--- config.mk ---
export PLATFORM = sky130hd
export DESIGN_NAME = sm83_dbg_uart
export DESIGN_NICKNAME = d
export VERILOG_FILES = /design/src/rtl/sm83_dbg_uart.sv
export SDC_FILE = /design/constraint.sdc
export NUM_CORES = 1
export LEC_CHECK = 0
export CAP_MARGIN = 0
export CORE_UTILIZATION = 46
export CTS_BUF_LIST = sky130_fd_sc_hd__clkbuf_8 sky130_fd_sc_hd__clkbuf_16
export DETAILED_ROUTE_END_ITERATION = 12
export GPL_TIMING_DRIVEN = 1
export PLACE_DENSITY = 0.67
export SLEW_MARGIN = 20
export SYNTH_ARGS = -nofsm -noshare
export SYNTH_HDL_FRONTEND = slang
export SYNTH_SLANG_ARGS = --single-unit
--- constraint.sdc ---
create_clock -name clk -period 2.51 [get_ports clk]
set_clock_uncertainty 0.2 [all_clocks]
set_input_delay 0.502 -clock clk [delete_from_list [all_inputs] [get_ports clk]]
set_output_delay 0.502 -clock clk [all_outputs]
set_load 0.005 [all_outputs]
--- src/rtl/sm83_dbg_uart.sv ---
// Host-side UART bridge for the sm83 debug byte link: 8N1 serial <-> toggle-sequence handshakes.
// Define SM83_DBG_UART_PARITY_EN for 8E1 frames and the sticky parity_err output.
module sm83_dbg_uart #(
    parameter int unsigned CLKS_PER_BIT = 16
) (
    input  logic       clk,
    input  logic       nreset,
    input  logic       uart_rxd,
    output logic       uart_txd,
    output logic [7:0] data_rx,
    output logic       data_rx_valid,
    output logic       data_rx_seq,
    input  logic       data_rx_ack,
    input  logic [7:0] data_tx,
    input  logic       data_tx_seq,
    output logic       data_tx_ack,
    input  logic       clr_err,
`ifdef SM83_DBG_UART_PARITY_EN
    output logic       parity_err,
`endif
    output logic       overrun,
    output logic       frame_err
);

    localparam int unsigned CW = (CLKS_PER_BIT > 1) ? $clog2(CLKS_PER_BIT) : 1;
    localparam logic [CW-1:0] BIT_LAST  = CW'(CLKS_PER_BIT - 1);
    localparam logic [CW-1:0] HALF_LAST = CW'(CLKS_PER_BIT / 2 - 1);

    typedef enum logic [2:0] {
        RX_IDLE, RX_START, RX_DATA, RX_PARITY, RX_STOP, RX_BREAK
    } rx_state_t;

    typedef enum logic [2:0] {
        TX_IDLE, TX_START, TX_DATA, TX_PARITY, TX_STOP
    } tx_state_t;

    // Line synchroniser plus one extra stage for falling-edge detection
    logic rxd_meta, rxd_sync, rxd_prev;

    always_ff @(posedge clk or negedge nreset) begin
        if (!nreset) begin
            rxd_meta <= 1'b1;
            rxd_sync <= 1'b1;
            rxd_prev <= 1'b1;
        end else begin
            rxd_meta <= uart_rxd;
            rxd_sync <= rxd_meta;
            rxd_prev <= rxd_sync;
        end
    end

    rx_state_t     rx_state, rx_state_nxt;
    logic [CW-1:0] rx_cnt, rx_cnt_nxt;
    logic [2:0]    rx_bit, rx_bit_nxt;
    logic [7:0]    rx_shift, rx_shift_nxt;
    logic          rx_good_c, rx_ferr_c, rx_busy_c;
`ifdef SM83_DBG_UART_PARITY_EN
    logic          rx_par, rx_par_nxt;
    logic          rx_perr_c;
`endif

    always_ff @(posedge clk or negedge nreset) begin
        if (!nreset) begin
            rx_state <= RX_IDLE;
            rx_cnt   <= '0;
            rx_bit   <= '0;
            rx_shift <= '0;
`ifdef SM83_DBG_UART_PARITY_EN
            rx_par   <= 1'b0;
`endif
        end else begin
            rx_state <= rx_state_nxt;
            rx_cnt   <= rx_cnt_nxt;
            rx_bit   <= rx_bit_nxt;
            rx_shift <= rx_shift_nxt;
`ifdef SM83_DBG_UART_PARITY_EN
            rx_par   <= rx_par_nxt;
`endif
        end
    end

    always_comb begin
        rx_state_nxt = rx_state;
        rx_cnt_nxt   = rx_cnt + CW'(1);
        rx_bit_nxt   = rx_bit;
        rx_shift_nxt = rx_shift;
        rx_good_c    = 1'b0;
        rx_ferr_c    = 1'b0;
`ifdef SM83_DBG_UART_PARITY_EN
        rx_par_nxt   = rx_par;
        rx_perr_c    = 1'b0;
`endif
        case (rx_state)
            RX_IDLE: begin
                rx_cnt_nxt = '0;
                if (rxd_prev && !rxd_sync) rx_state_nxt = RX_START;
            end
            RX_START: begin
                if (rx_cnt == HALF_LAST) begin
                    rx_cnt_nxt   = '0;
                    rx_bit_nxt   = '0;
                    rx_state_nxt = rxd_sync ? RX_IDLE : RX_DATA;
                end
            end
            RX_DATA: begin
                if (rx_cnt == BIT_LAST) begin
                    rx_cnt_nxt   = '0;
                    rx_shift_nxt = {rxd_sync, rx_shift[7:1]};
                    rx_bit_nxt   = rx_bit + 3'd1;
                    if (rx_bit == 3'd7) begin
`ifdef SM83_DBG_UART_PARITY_EN
                        rx_state_nxt = RX_PARITY;
`else
                        rx_state_nxt = RX_STOP;
`endif
                    end
                end
            end
`ifdef SM83_DBG_UART_PARITY_EN
            RX_PARITY: begin
                if (rx_cnt == BIT_LAST) begin
                    rx_cnt_nxt   = '0;
                    rx_par_nxt   = rxd_sync;
                    rx_state_nxt = RX_STOP;
                end
            end
`endif
            RX_STOP: begin
                if (rx_cnt == BIT_LAST) begin
                    rx_cnt_nxt = '0;
                    if (rxd_sync) begin
                        rx_state_nxt = RX_IDLE;
`ifdef SM83_DBG_UART_PARITY_EN
                        if (rx_par != ^rx_shift) rx_perr_c = 1'b1;
                        else                     rx_good_c = 1'b1;
`else
                        rx_good_c = 1'b1;
`endif
                    end else begin
                        rx_ferr_c    = 1'b1;
                        rx_state_nxt = RX_BREAK;
                    end
                end
            end
            RX_BREAK: begin
                rx_cnt_nxt = '0;
                if (rxd_sync) rx_state_nxt = RX_IDLE;
            end
            default: begin
                rx_cnt_nxt   = '0;
                rx_state_nxt = RX_IDLE;
            end
        endcase
    end

    assign rx_busy_c = (data_rx_seq != data_rx_ack);

    // Delivery into the holding register and sticky error flags (a new error beats clr_err)
    always_ff @(posedge clk or negedge nreset) begin
        if (!nreset) begin
            data_rx       <= '0;
            data_rx_seq   <= 1'b0;
            data_rx_valid <= 1'b0;
            overrun       <= 1'b0;
            frame_err     <= 1'b0;
`ifdef SM83_DBG_UART_PARITY_EN
            parity_err    <= 1'b0;
`endif
        end else begin
            if (rx_good_c && !rx_busy_c) begin
                data_rx       <= rx_shift;
                data_rx_seq   <= ~data_rx_seq;
                data_rx_valid <= 1'b1;
            end else begin
                data_rx_valid <= rx_busy_c;
            end
            overrun   <= (rx_good_c && rx_busy_c) || (overrun && !clr_err);
            frame_err <= rx_ferr_c || (frame_err && !clr_err);
`ifdef SM83_DBG_UART_PARITY_EN
            parity_err <= rx_perr_c || (parity_err && !clr_err);
`endif
        end
    end

    tx_state_t     tx_state, tx_state_nxt;
    logic [CW-1:0] tx_cnt, tx_cnt_nxt;
    logic [2:0]    tx_bit, tx_bit_nxt;
    logic [7:0]    tx_shift, tx_shift_nxt;
    logic          txd_nxt, tx_load_c, tx_pend_c;
`ifdef SM83_DBG_UART_PARITY_EN
    logic          tx_par;
`endif

    assign tx_pend_c = (data_tx_seq != data_tx_ack);

    always_ff @(posedge clk or negedge nreset) begin
        if (!nreset) begin
            tx_state    <= TX_IDLE;
            tx_cnt      <= '0;
            tx_bit      <= '0;
            tx_shift    <= '0;
            uart_txd    <= 1'b1;
            data_tx_ack <= 1'b0;
`ifdef SM83_DBG_UART_PARITY_EN
            tx_par      <= 1'b0;
`endif
        end else begin
            tx_state <= tx_state_nxt;
            tx_cnt   <= tx_cnt_nxt;
            tx_bit   <= tx_bit_nxt;
            tx_shift <= tx_shift_nxt;
            uart_txd <= txd_nxt;
            if (tx_load_c) begin
                data_tx_ack <= data_tx_seq;
`ifdef SM83_DBG_UART_PARITY_EN
                tx_par      <= ^data_tx;
`endif
            end
        end
    end

    // txd is registered from the next-state view so each bit holds exactly CLKS_PER_BIT cycles
    always_comb begin
        tx_state_nxt = tx_state;
        tx_cnt_nxt   = tx_cnt + CW'(1);
        tx_bit_nxt   = tx_bit;
        tx_shift_nxt = tx_shift;
        txd_nxt      = uart_txd;
        tx_load_c    = 1'b0;
        case (tx_state)
            TX_IDLE: begin
                tx_cnt_nxt = '0;
                txd_nxt    = 1'b1;
                tx_load_c  = tx_pend_c;
            end
            TX_START: begin
                if (tx_cnt == BIT_LAST) begin
                    tx_cnt_nxt   = '0;
                    tx_bit_nxt   = '0;
                    tx_state_nxt = TX_DATA;
                    txd_nxt      = tx_shift[0];
                end
            end
            TX_DATA: begin
                if (tx_cnt == BIT_LAST) begin
                    tx_cnt_nxt = '0;
                    if (tx_bit == 3'd7) begin
`ifdef SM83_DBG_UART_PARITY_EN
                        tx_state_nxt = TX_PARITY;
                        txd_nxt      = tx_par;
`else
                        tx_state_nxt = TX_STOP;
                        txd_nxt      = 1'b1;
`endif
                    end else begin
                        tx_bit_nxt   = tx_bit + 3'd1;
                        tx_shift_nxt = {1'b0, tx_shift[7:1]};
                        txd_nxt      = tx_shift[1];
                    end
                end
            end
`ifdef SM83_DBG_UART_PARITY_EN
            TX_PARITY: begin
                if (tx_cnt == BIT_LAST) begin
                    tx_cnt_nxt   = '0;
                    tx_state_nxt = TX_STOP;
                    txd_nxt      = 1'b1;
                end
            end
`endif
            TX_STOP: begin
                if (tx_cnt == BIT_LAST) begin
                    tx_cnt_nxt   = '0;
                    tx_state_nxt = TX_IDLE;
                    txd_nxt      = 1'b1;
                    tx_load_c    = tx_pend_c;
                end
            end
            default: begin
                tx_cnt_nxt   = '0;
                tx_state_nxt = TX_IDLE;
                txd_nxt      = 1'b1;
            end
        endcase
        if (tx_load_c) begin
            tx_state_nxt = TX_START;
            tx_cnt_nxt   = '0;
            tx_shift_nxt = data_tx;
            txd_nxt      = 1'b0;
        end
    end

endmodule

==> impl_metrics.prom <==
# TYPE chip_impl_metric gauge
chip_impl_info{name="run_status",value="complete, no violations"} 1
chip_impl_metric{name="num_vias",unit=""} 1690
chip_impl_metric{name="post-route-util",unit=""} 0.571
chip_impl_info{name="most_instantiated_library_cell_after_synthesis",value="dfrtp_1"} 1
chip_impl_metric{name="combined_flip_flop_and_latch_cell_area",unit="sq um"} 1330
chip_impl_metric{name="relSlewSlack",unit=""} 0.618
chip_impl_metric{name="max_freq",unit="MHz"} 460
chip_impl_metric{name="layout_min_cycle_time",unit="ns"} 2.17
chip_impl_info{name="worstHoldStart",value="rxd_meta"} 1
chip_impl_metric{name="finish.instance_area",unit="sq um"} 2950
chip_impl_metric{name="pwr-share-comb",unit=""} 0.291
chip_impl_metric{name="synth.ff_latch_count",unit=""} 53
chip_impl_metric{name="cts_inserted_buffers",unit=""} 5
chip_impl_metric{name="fillers",unit=""} 447
chip_impl_metric{name="placement.setup.worst_slack",unit="ns"} 0.184
chip_impl_metric{name="grt_max_degree",unit=""} 26
chip_impl_metric{name="nNetsFinal",unit=""} 259
chip_impl_metric{name="final_instance_count_without_filler_cells",unit=""} 310
chip_impl_metric{name="synthesis.yosys.warnings",unit=""} 0
chip_impl_metric{name="fp.dieW",unit="um"} 76.0
chip_impl_metric{name="synth_largest_type_area_fraction",unit=""} 0.487
chip_impl_metric{name="cp.arrival",unit="ns"} 2.17
chip_impl_metric{name="insertedDiodeCount",unit=""} 0
chip_impl_metric{name="dp_hpwl",unit="um"} 3040
chip_impl_metric{name="floorplan.initialDensity",unit=""} 0.486
chip_impl_metric{name="required_time_at_the_worst_slack_endpoint",unit="ns"} 2.50
chip_impl_info{name="crit_path_end_kind",value="flip-flop"} 1
chip_impl_info{name="tritoncts_clock_tree",value="yes"} 1
chip_impl_metric{name="placed_area",unit="sq um"} 2850
chip_impl_metric{name="post_cts_buffers",unit=""} 0
chip_impl_metric{name="switching_power",unit="mW"} 0.766
chip_impl_metric{name="seq_power_share",unit=""} 0.505
chip_impl_info{name="r2r-start",value="rx_state[2]"} 1
chip_impl_metric{name="final_max_slew_viol_count",unit=""} 0
chip_impl_metric{name="total_wirelength_of_the_detailed_routed_design",unit="um"} 4440
chip_impl_metric{name="h-tree-depth",unit=""} 2
chip_impl_metric{name="number_of_buffers_on_the_longest_clock_path",unit=""} 2
chip_impl_metric{name="timing.final.hold_violations",unit=""} 0
chip_impl_metric{name="power.leakage",unit="nW"} 1.34
chip_impl_info{name="rr_endpoint",value="data_rx[7]"} 1
chip_impl_metric{name="detail_route.first_pass.iterations",unit=""} 4
chip_impl_metric{name="layout-drive-gt1-share",unit=""} 0.200
chip_impl_metric{name="timing.final.ws_setup",unit="ns"} 0.336
chip_impl_info{name="synth_top_cells_by_count",value="dfrtp_1, nor2_1, mux2_2"} 1
chip_impl_metric{name="r2r_cells",unit=""} 4
chip_impl_metric{name="area.growth.synth_to_final",unit="%"} 17.4
chip_impl_metric{name="die_height",unit="um"} 76.0
chip_impl_metric{name="grt_pass1_wl",unit="um"} 7630
chip_impl_metric{name="worst_r2r_setup_slack",unit="ns"} 0.34
chip_impl_metric{name="ys_seq_area_frac",unit=""} 0.529
chip_impl_metric{name="power.clock.fraction",unit=""} 0.204
chip_impl_metric{name="edff_count_synth",unit=""} 0
chip_impl_metric{name="internal",unit="mW"} 1.62
chip_impl_info{name="synth_ff_type",value="dfrtp_1"} 1
chip_impl_info{name="class_of_the_tightest_hold_or_removal_check",value="flip-flop to flip-flop"} 1
chip_impl_metric{name="vdd.ir_drop.worst",unit="V"} 0.000404
chip_impl_metric{name="ctsResizeCount",unit=""} 0
chip_impl_info{name="worstSetupPathType",value="flip-flop to flip-flop"} 1
chip_impl_info{name="root_buffer",value="clkbuf_8"} 1
chip_impl_metric{name="multiInputGateArea",unit="sq um"} 1100
chip_impl_metric{name="synth.avg_cell_area",unit="sq um"} 12.2
chip_impl_metric{name="cp_max_fo",unit=""} 11
chip_impl_metric{name="dieArea",unit="sq um"} 5770
chip_impl_metric{name="synthesis.area",unit="sq um"} 2520
chip_impl_metric{name="power.switching_fraction",unit=""} 0.321
chip_impl_info{name="post-synth-top-area-cell",value="dfrtp_1"} 1
chip_impl_metric{name="final.setup.tns",unit="ns"} 0
chip_impl_metric{name="std_cell_rows",unit=""} 26
chip_impl_metric{name="grt_pass1_vias",unit=""} 1616
chip_impl_metric{name="setup_viol_count_final",unit=""} 0
chip_impl_metric{name="postRouteAntennaNets",unit=""} 0
chip_impl_metric{name="timing.final.crit_share",unit=""} 0.866
chip_impl_metric{name="worst_setup_hold_path_clk_slew",unit="ns"} 0.10
chip_impl_metric{name="place.detailed.instances",unit=""} 301
chip_impl_metric{name="core_area",unit="sq um"} 5170
chip_impl_metric{name="synth.distinct_cells",unit=""} 51
chip_impl_metric{name="synthCells",unit=""} 207
chip_impl_metric{name="drv.max_cap_violation_count",unit=""} 0
chip_impl_metric{name="insertion_delay",unit="ns"} 0.31
chip_impl_info{name="min_delay_worst_endpoint",value="rxd_sync"} 1
chip_impl_info{name="rsz0062_at_grt",value="false"} 1
chip_impl_metric{name="post-route-drc-count",unit=""} 0
chip_impl_metric{name="asyncSetResetFlopFracSynth",unit=""} 1.00
chip_impl_info{name="synthTopCellsByArea",value="dfrtp_1, mux2_4, mux2_2"} 1
chip_impl_metric{name="grt_antenna_before_repair",unit=""} 0
chip_impl_metric{name="globalRouteOverflowTotal",unit=""} 0
chip_impl_info{name="timing.critical_path.from_type",value="flip-flop"} 1
chip_impl_metric{name="wire_per_inst",unit="um"} 14.3
chip_impl_metric{name="tritoncts_num_sinks",unit=""} 53
chip_impl_metric{name="syn_nets",unit=""} 227
chip_impl_metric{name="grt_use_total",unit=""} 0.169
chip_impl_metric{name="finalWeightedCongestion",unit=""} 0.753
chip_impl_metric{name="first_iter_violations",unit=""} 152
chip_impl_metric{name="ioPinCount",unit=""} 28
chip_impl_metric{name="worst_pin_slew",unit="ns"} 0.570
chip_impl_metric{name="power.density_cell_area",unit="nW/um^2"} 808
chip_impl_metric{name="worst_hold_path.num_cells",unit=""} 0
chip_impl_metric{name="io_buffer_count",unit=""} 27
chip_impl_metric{name="via_per_inst",unit=""} 5.45
cells by family after synthesis:
group	synth area share
AND/OR/NAND/NOR	0.131
multiplexers	0.119
AO/OA/AOI/OAI	0.144
flip-flops	0.529
buffers and inverters	0.0333
adder cells (fa/ha/maj)	0.0298
XOR/XNOR	0.0139
sequential cells by signal, indices dropped and copies added, names as in the netlist:
name	flops
rx_bit	3
tx_bit	3
tx_state	3
data_rx_valid	1
rx_cnt	4
uart_txd	1
data_rx	8
rxd_sync	1
tx_shift	8
rx_state	3
frame_err	1
data_rx_seq	1
overrun	1
tx_cnt	4
rx_shift	8
rxd_prev	1
rxd_meta	1
data_tx_ack	1
metal layers:
metal  vias to the layer above  GRT usage  part of all wire
li1                        814          -                 -
met1                       843      0.230              0.51
met2                        27      0.255              0.44
met3                         6     0.0458             0.032
met4                         0     0.0692             0.018
met5                         -          0                 0
stage by stage:
| stage | power (mW) | hold slack (ns) |
|---|---|---|
| final | 2.39 | 0.160 |
| after global routing | 2.55 | 0.164 |
| after CTS | 2.41 | 0.160 |
| after detailed placement | 1.92 | 0.148 |
| after global placement | 1.90 | 0.146 |
| after floorplan | 1.73 | 0.00641 |
worst max path at each step:
stage | start | end | slack (ns) | depth (start not counted)
2_1_floorplan | tx_bit[0] | uart_txd | 0.44 | 6
4_1_cts | rx_cnt[0] | data_rx[7] | 0.32 | 5
3_5_place_dp | data_tx_seq | tx_shift[5] | 0.18 | 6
5_1_grt | rx_cnt[0] | data_rx[5] | 0.21 | 5
6_report | rx_state[2] | data_rx[7] | 0.34 | 4
3_3_place_gp | data_tx_seq | tx_shift[5] | 0.20 | 6
power groups by stage:
stage / Combinational [mW] / Sequential (mW) / Clock, mW
2_1_floorplan: 0.569 / 1.16 / 0
3_3_place_gp: 0.686 / 1.22 / 0
3_5_place_dp: 0.697 / 1.22 / 0
4_1_cts: 0.702 / 1.21 / 0.500
5_1_grt: 0.782 / 1.24 / 0.533
6_report: 0.696 / 1.21 / 0.486
cells in the final DEF (no fill, tap or decap), drive strengths merged, types with 6 or more instances in the layout:
cell type | Yosys | routed
nor2 | 17 | 17
a21o | 6 | 6
nand3 | 7 | 7
o21ai | 9 | 9
mux2 | 20 | 20
a22o | 7 | 7
dfrtp | 49 | 49
a21oi | 8 | 8
nand2b | 8 | 8
inv | 6 | 8
clkbuf | 4 | 6
clkdlybuf4s50 | 0 | 26
ha | 6 | 6
buf | 5 | 7
nand2 | 9 | 9
critical path, cell delays in order (launching register included):
cell      delay, ns
dfrtp_1        0.56
nand2b_1       0.16
or4_4          0.54
nand2b_4       0.25
mux2_4         0.34
cell type report:
type | count | area share
flip-flops and latches | 53 | 0.451
multi-input cells | 139 | 0.373
repair buffers | 34 | 0.108
well taps | 70 | 0.0297
clock buffers | 6 | 0.0280
inverters | 6 | 0.00763
clock inverters | 2 | 0.00254
repair_timing:
| action | 4_1_cts | 5_1_grt |
|---|---|---|
| endpoints found under the setup margin | 0 | 0 |
| endpoints found under the hold margin | 20 | 0 |
| hold buffers | 1 | 0 |
Power figures use the tool's default switching activity.
